$ cat src/rtl/mul_tree_collector.sv
// Collects per-lane bf16 results from mul_tree_bf16 into packed groups and
// streams them out of a show-ahead FIFO with a wrapping sequence tag.
module mul_tree_collector #(
  parameter int unsigned DW       = 16,
  parameter int unsigned DEPTH    = 8,
  parameter int unsigned AF_LEVEL = 6
) (
  input  logic                     clk,
  input  logic                     rst,
  input  logic [4*DW-1:0]          lane_data,
  input  logic [3:0]               lane_stb,
  input  logic [1:0]               mode,
  output logic [4*DW-1:0]          out_data,
  output logic [3:0]               out_mask,
  output logic [3:0]               out_tag,
  output logic                     out_valid,
  input  logic                     out_ready,
  output logic [$clog2(DEPTH):0]   count,
  output logic                     almost_full,
  output logic                     err_overrun
);

  localparam int unsigned AW = $clog2(DEPTH);
  localparam int unsigned CW = AW + 1;
  localparam int unsigned EW = 4 * DW + 8;

  logic [DW-1:0]   hold [4];
  logic [3:0]      cap;
  logic [3:0]      grp_mask;
  logic [3:0]      tag_ctr;
  logic [AW-1:0]   wr_ptr;
  logic [AW-1:0]   rd_ptr;
  logic [EW-1:0]   mem [DEPTH];

  logic [3:0]      mode_mask;
  logic            grp_done;
  logic            pop;
  logic            push;
  logic [3:0]      cap_base;
  logic [3:0]      eff_mask;
  logic [3:0]      take;
  logic            overrun;
  logic [3:0]      cap_nxt;
  logic [4*DW-1:0] push_data;
  logic [EW-1:0]   push_entry;
  logic [AW-1:0]   wr_nxt;
  logic [AW-1:0]   rd_nxt;
  logic [CW-1:0]   count_nxt;
  logic [CW-1:0]   remain;
  logic            valid_nxt;
  logic [EW-1:0]   head_nxt;

  // Group assembly, push/pop decisions and next head of the FIFO
  always_comb begin
    mode_mask  = 4'b1111;
    push_data  = '0;
    head_nxt   = {out_tag, out_mask, out_data};
    valid_nxt  = 1'b0;

    case (mode)
      2'b00:   mode_mask = 4'b1111;
      2'b01:   mode_mask = 4'b0011;
      default: mode_mask = 4'b0001;
    endcase

    grp_done = ((cap & grp_mask) == grp_mask);
    pop      = out_valid & out_ready;
    push     = grp_done & ((count != CW'(DEPTH)) | pop);

    // A push frees the capture flags this cycle, so same-cycle strobes open the next group
    cap_base = push ? 4'b0000 : cap;
    eff_mask = (cap_base == 4'b0000) ? mode_mask : grp_mask;
    take     = lane_stb & eff_mask & ~cap_base;
    overrun  = |(lane_stb & eff_mask & cap_base);
    cap_nxt  = cap_base | take;

    for (int i = 0; i < 4; i++) begin
      if (grp_mask[i]) push_data[i*DW +: DW] = hold[i];
    end
    push_entry = {tag_ctr, grp_mask, push_data};

    wr_nxt    = wr_ptr + AW'(push);
    rd_nxt    = rd_ptr + AW'(pop);
    count_nxt = count + CW'(push) - CW'(pop);
    remain    = count - CW'(pop);

    // Entries already resident take priority; an empty FIFO shows the incoming push
    if (remain != '0) begin
      valid_nxt = 1'b1;
      head_nxt  = mem[rd_nxt];
    end else if (push) begin
      valid_nxt = 1'b1;
      head_nxt  = push_entry;
    end
  end

  // Control state and registered outputs
  always_ff @(posedge clk) begin
    if (!rst) begin
      cap         <= 4'b0000;
      grp_mask    <= 4'b1111;
      tag_ctr     <= 4'd0;
      wr_ptr      <= '0;
      rd_ptr      <= '0;
      count       <= '0;
      almost_full <= 1'b0;
      err_overrun <= 1'b0;
      out_valid   <= 1'b0;
      out_data    <= '0;
      out_mask    <= 4'b0000;
      out_tag     <= 4'd0;
    end else begin
      cap         <= cap_nxt;
      grp_mask    <= eff_mask;
      tag_ctr     <= tag_ctr + 4'(push);
      wr_ptr      <= wr_nxt;
      rd_ptr      <= rd_nxt;
      count       <= count_nxt;
      almost_full <= (count_nxt >= CW'(AF_LEVEL));
      err_overrun <= err_overrun | overrun;
      out_valid   <= valid_nxt;
      out_tag     <= head_nxt[EW-1 -: 4];
      out_mask    <= head_nxt[EW-5 -: 4];
      out_data    <= head_nxt[4*DW-1:0];
    end
  end

  // Storage arrays carry no reset; pointers and flags define what is live
  always_ff @(posedge clk) begin
    if (rst && push) mem[wr_ptr] <= push_entry;
    for (int i = 0; i < 4; i++) begin
      if (rst && take[i]) hold[i] <= lane_data[i*DW +: DW];
    end
  end

endmodule

$ cat config.mk
export PLATFORM = sky130hd
export DESIGN_NAME = mul_tree_collector
export DESIGN_NICKNAME = d
export VERILOG_FILES = /design/src/rtl/mul_tree_collector.sv
export SDC_FILE = /design/constraint.sdc
export NUM_CORES = 1
export LEC_CHECK = 0
export BUFFER_PORTS_ARGS = -buffer_cell sky130_fd_sc_hd__buf_2
export CAP_MARGIN = 15
export CORE_MARGIN = 2
export CORE_UTILIZATION = 50
export DETAILED_ROUTE_END_ITERATION = 8
export GPL_TIMING_DRIVEN = 0
export PLACE_DENSITY = 0.66
export SLEW_MARGIN = 40
export SYNTH_ARGS = -nofsm -noshare
export SYNTH_HDL_FRONTEND = slang
export SYNTH_SLANG_ARGS = --single-unit
$ cat constraint.sdc
create_clock -name clk -period 8.7 [get_ports clk]
set_input_delay 0.435 -clock clk [delete_from_list [all_inputs] [get_ports clk]]
set_output_delay 0.435 -clock clk [all_outputs]
set_load 0.1 [all_outputs]
# Yosys cells after proc, flatten, opt, wreduce, memory -nomap -nowiden
# Memory sizes are Yosys's and may differ from the RTL's.
# Cells that the tools add are included.
[word_totals]
register_bits = 97
latchBits = 0
ram_bits = 640
rom_bits = 0
in_bits = 73
out_inout_bits = 79
word_cells = 65
memories = 2
[classes]
n_addsub = 6
mul = 0
div = 0
magnitude_cmp = 1
eq_ne = 3
shifts = 0
muxes = 21
bitwise = 10
reduce_logical = 10
[mem_list]
columns = ["name", "depth", "word_bits", "read_ports", "rd_ports_with_merged_regs", "wr", "line", "source"]
rows = [
  ["mem", 8, 72, 1, 0, 1, "33", "logic [EW-1:0] mem [DEPTH];"],
  ["hold", 4, 16, 4, 0, 4, "27", "logic [DW-1:0] hold [4];"],
]
[ops]
columns = ["operator", "n"]
rows = [
  ["2-to-1 mux 72 bit", 2],
  ["2-to-1 mux 16 bit", 4],
  ["AND 4 bit", 4],
  ["2-to-1 mux 1 bit", 12],
  ["adder 4 x 1 -> 4 bit", 2],
  ["2-to-1 mux 4 bit", 2],
  ["one-hot mux 4 bit (2 select lines)", 1],
  ["subtractor 4 x 1 -> 4 bit", 2],
  ["adder 3 x 1 -> 3 bit", 2],
  ["logical AND 1 bit", 5],
  ["equality test 4 bit", 1],
  ["greater-or-equal comparator 4 x 3 -> 1 bit, second input constant", 1],
  ["logical NOT 4 bit", 1],
  ["!= test 4 bit, second input constant", 1],
  ["NOT 4 bit", 1],
  ["bitwise OR 4 bit", 1],
  ["nonzero test 4 bit", 1],
  ["OR reduction 4 bit", 1],
  ["AND 1 bit", 2],
  ["equality test 2 x 1 -> 1 bit, second input constant", 1],
  ["logical NOT 2 bit", 1],
  ["bitwise OR 1 bit", 2],
  ["nonzero test 2 bit", 1],
]

# Longest topological paths before layout
[logic_depth]
word_depth = 11
depth_mapped = 13
mapped_depth_nobuf = 12

# Worst setup path before layout
# OpenSTA, ideal clock, no wires.
[synth_path]
path_type = "register -> register"
from = "reg count[2]"
to = "mem mem[0][0] (netlist bit) (enable)"
setup_ns = 0.679
arrival_ns = 8.949
required_ns = 8.021
setup_slack_ns = -0.928
stages_incl_launch_ff = 7
path_buffers = 1
period_less_slack_ns = 9.628
cell_sequence = "dfxtp_1 inv_1 ha_1 and4_1 or2_4 clkbuf_1 nor4_1"
[synth_between]
elab_chain_len = 6
[synth_rtl]
columns = ["element", "line", "source"]
rows = [
  ["from (decl)", "18", "output logic [$clog2(DEPTH):0] count,"],
  ["from (signal assigned)", "118", "count <= count_nxt;"],
  ["!= test 4 bit", "68", "push = grp_done & ((count != CW'(DEPTH)) | pop);"],
  ["bitwise OR 1 bit", "68", ""],
  ["AND 1 bit", "68", ""],
  ["logical AND 1 bit", "130", "if (rst && push) mem[wr_ptr] <= push_entry;"],
  ["2-to-1 mux 1 bit", "130", ""],
  ["2-to-1 mux 1 bit (implied by the code)", "130", ""],
  ["to (decl)", "33", ""],
]
# Every way passes these cells.

# Final worst setup path
[layout_path]
from = "reg out_valid"
to = "mem mem[4][4] (netlist bit) (enable)"
[layout_between]
elab_chain_len = 6
[layout_rtl]
columns = ["element", "line", "source"]
rows = [
  ["from (decl)", "16", "output logic out_valid,"],
  ["from (signal assigned)", "121", "out_valid <= valid_nxt;"],
  ["AND 1 bit", "67", "pop = out_valid & out_ready;"],
  ["bitwise OR 1 bit", "68", ""],
  ["AND 1 bit", "68", ""],
  ["logical AND 1 bit", "130", ""],
  ["2-to-1 mux 1 bit", "130", ""],
  ["2-to-1 mux 1 bit (implied by the code)", "130", ""],
]
# Every way passes these cells.

==> results.ini <==
[sta]
finalMaxSlewViolations = 0
post-route-worst-setup-slack_ps = 4990
fin_crit_sh = 0.426
setup_viol = 0
timing.fmax_mhz = 270
fin_crit_ps = 3710
relSlewSlack = 0.433
maximum_clock_skew_at_final_layout_ps = 25.7
final_hold_fails = 0
worstMarginPinSlew_ps = 850
rsz_0062_raised_after_global_routing = no

[yosys]
ys_async_sr_fraction = 0
synth_simple_gate_area_frac = 0.0270
synth_seq_cells = 737
post_synth.cell_area_avg_um2 = 20.6
multiplexer_share_of_the_synthesized_area = 0.169
postSynthCellCount = 1355
combinational_family_with_the_most_area_after_synthesis = multiplexers
yosys.area_share.xor_xnor = 0.00216
synth-adder-area-share = 0.00656
seq_area_frac_synth = 0.760
ys.flop_type = sky130_fd_sc_hd__edfxtp_1
ys.warnings.count = 0
synth_area_um2 = 27900
synthesis.nets = 1442
synth_edf_count = 640
yosys.cell_types.count = 43
complex_gate_fraction_of_the_synthesized_area = 0.0204

[drt]
drtPass1Iterations = 7
wire_per_inst_um = 23.9
route.final.wire_length_um = 62000
post_drt_via_cell_ratio = 5.56
via_count = 14400
drt_iter0_markers = 1225
ant_nets = 0
post-route-drc-count = 0

[setup_path]
crit_path_start_kind = flop
path_cells = nand2_1 > and4_1 > or2_4 > clkbuf_1 > nor4_2 > buf_4 > buf_2 > buf_2 > buf_2 > buf_2 > buf_2
worst-endpoint-required_ps = 9010
timing.setup.critical_path_class = flop to flop
crit_path_frequent_cell = sky130_fd_sc_hd__buf_2
path_max_fanout = 10
cp.arrival_ps = 4020
cp-end-kind = flop
critical_path.slowest_cell = sky130_fd_sc_hd__nor4_2
slowest_delay_ps = 680

[finish]
syn_to_final_growth_pct = 20.9
layout.cells.non_filler = 2597
fraction_of_final_layout_cells_sized_beyond_drive_strength_1 = 0.323
most-common-layout-cells = 640 x sky130_fd_sc_hd__edfxtp_1, 249 x sky130_fd_sc_hd__buf_2, 146 x sky130_fd_sc_hd__mux2i_1
most_common_cell_after_layout_fill_and_taps_aside = sky130_fd_sc_hd__edfxtp_1
design.final.nets = 1873
insertedDiodeCount = 0

[power]
p_int_mw = 6.75
sequentialPowerShare = 0.413
power_switching_mw = 3.49
vdd_ir_drop_max_v = 0.000288
power_switching_share = 0.341
leakage_power_of_the_design_nw = 11.4
cellPowerDensity_nw_per_um2 = 304
power_frac_clock = 0.312
relative_contribution_of_combinational_cells_to_total_power = 0.275

[clocking]
cts_inserted_buffers = 76
cts_tree = yes
cts_repair_resize_count = 0
cts_max_path_buffers = 3
ctsHtreeMaxLevel = 3
cts_sinks = 737
clk_root_buffer_cell = sky130_fd_sc_hd__clkbuf_16
clkTransAtPathRegs_ps = 60
insertion_delay_ps = 620
post-cts-setup-buffers = 0

[outcome]
run_status = finished clean

[grt]
global_route.overflow_total = 0
grt_max_degree = 17
grt_pass1_vias = 15000
grt_pass1_wl_um = 92600
gr-usage-all-layers = 0.220
grt_antenna_before_repair = 5

[hold_path]
class_of_the_tightest_hold_or_removal_check = input port to flop

[placement]
gp_congestion = 0.754
io_buffer_count = 151
pre_cts_setup_slack_ps = 5030
dpl.hpwl_um = 41600
placed_cells = 2391

[die]
dieWidth_um = 240
design.die.area_um2 = 57600
floorplan.die.height_um = 240
floorplan.rows = 86
initial_core_util = 0.506
io_pins = 152
core_area_um2 = 55100

[flow_run]
max_cap_violations = 0

## worst paths after layout
kind | start | endpoint | slack (ps) | cells after the start
setup / recovery | out_valid | mem[4][4] | 4990 | 11
hold / removal | lane_stb[0] | cap[0] | 120 | 3
setup reg to reg | out_valid | mem[4][4] | 4990 | 11
hold reg to reg | cap[1] | cap[1] | 540 | 2
## per-layer routing
layer / up-vias / track usage / wire, um / share of wire
met5: - / 0 / 46 / 0.00074
met4: 8 / 0.0610 / 1020 / 0.016
met3: 76 / 0.0465 / 4140 / 0.067
met2: 480 / 0.366 / 30900 / 0.50
met1: 7462 / 0.298 / 25800 / 0.42
li1: 6406 / - / - / -
## power groups by stage
| stage | combinational [mW] | sequential [mW] | clock (mW) |
|---|---|---|---|
| 2_1_floorplan | 1.08 | 5.41 | 0 |
| 3_3_place_gp | 2.76 | 4.30 | 0 |
| 3_5_place_dp | 2.82 | 4.30 | 0 |
| 4_1_cts | 2.84 | 4.23 | 3.26 |
| 5_1_grt | 2.96 | 4.25 | 3.39 |
| 6_report | 2.81 | 4.23 | 3.20 |
## sequential cells by signal (all words and copies together) (netlist names)
register     cells
almost_full      1
cap              4
count            4
err_overrun      1
grp_mask         4
hold            64
mem            576
out_data        64
out_mask         4
out_tag          4
out_valid        1
rd_ptr           3
tag_ctr          4
wr_ptr           3
## layout make-up
class | count | area, um2
clock buffers | 109 | 2160
multi-input cells | 534 | 6350
well taps | 748 | 936
inverters | 10 | 42.5
flip-flops and latches | 737 | 21200
plain buffers | 74 | 390
fillers | 3980 | 21400
clock inverters | 32 | 305
repair buffers | 353 | 2350
## repair_timing
item / CTS / global route
endpoints found under the setup margin: 0 / 0
hold buffers: 64 / 0
hold endpoints to repair: 64 / 0
## metrics by stage
stage	setup TNS, ps	utilization	hold WS, ps	area, um2	power, mW
after floorplan	-200450	-	476	27900	6.49
after global placement	-2733360	0.536	498	29600	7.07
after detailed placement	0	0.555	526	30600	7.12
after CTS	0	0.611	90.1	33700	10.3
after global routing	0	0.612	114	33700	10.6
final	0	0.612	117	33700	10.2
## kinds of logic after synthesis
group | Yosys count
DFF | 737
muxes | 290
and+or+nand+nor | 133
AOI/OAI and AO/OA | 91
buffers and inverters | 84
adders and majority gates | 14
xor gates and xnor gates | 6
## critical path, delay by kind of cell (launching register included)
kind	cells	cell delay, ps
flip-flops	1	420
AND/OR/NAND/NOR	4	1490
buffers and inverters	7	1470
## synthesized netlist by cell type, types with 2 or more instances
cell                       count  area share
sky130_fd_sc_hd__mux2i_1     146       0.052
sky130_fd_sc_hd__nand3_1       6      0.0011
sky130_fd_sc_hd__clkbuf_1     37      0.0050
sky130_fd_sc_hd__a21oi_1       6      0.0011
sky130_fd_sc_hd__o22ai_1      76       0.017
sky130_fd_sc_hd__nor3_1        5     0.00090
sky130_fd_sc_hd__nand4_1       2     0.00045
sky130_fd_sc_hd__buf_1         2     0.00027
sky130_fd_sc_hd__xor2_1        2     0.00063
sky130_fd_sc_hd__xnor2_1       3     0.00094
sky130_fd_sc_hd__dfxtp_1      97       0.070
sky130_fd_sc_hd__nand2_1      18      0.0024
sky130_fd_sc_hd__ha_1         13      0.0058
sky130_fd_sc_hd__and2_1       73       0.016
sky130_fd_sc_hd__nor2_1       11      0.0015
sky130_fd_sc_hd__nor4_1        4     0.00090
sky130_fd_sc_hd__mux4_2      144        0.12
sky130_fd_sc_hd__o21ai_0       2     0.00036
sky130_fd_sc_hd__buf_2        21      0.0038
sky130_fd_sc_hd__a31oi_1       2     0.00045
sky130_fd_sc_hd__buf_8         2      0.0011
sky130_fd_sc_hd__buf_4        10      0.0027
sky130_fd_sc_hd__nand2b_1      6      0.0013
sky130_fd_sc_hd__edfxtp_1    640        0.69
sky130_fd_sc_hd__inv_1         9      0.0012
No activity file was read; power rests on OpenSTA's default activity.
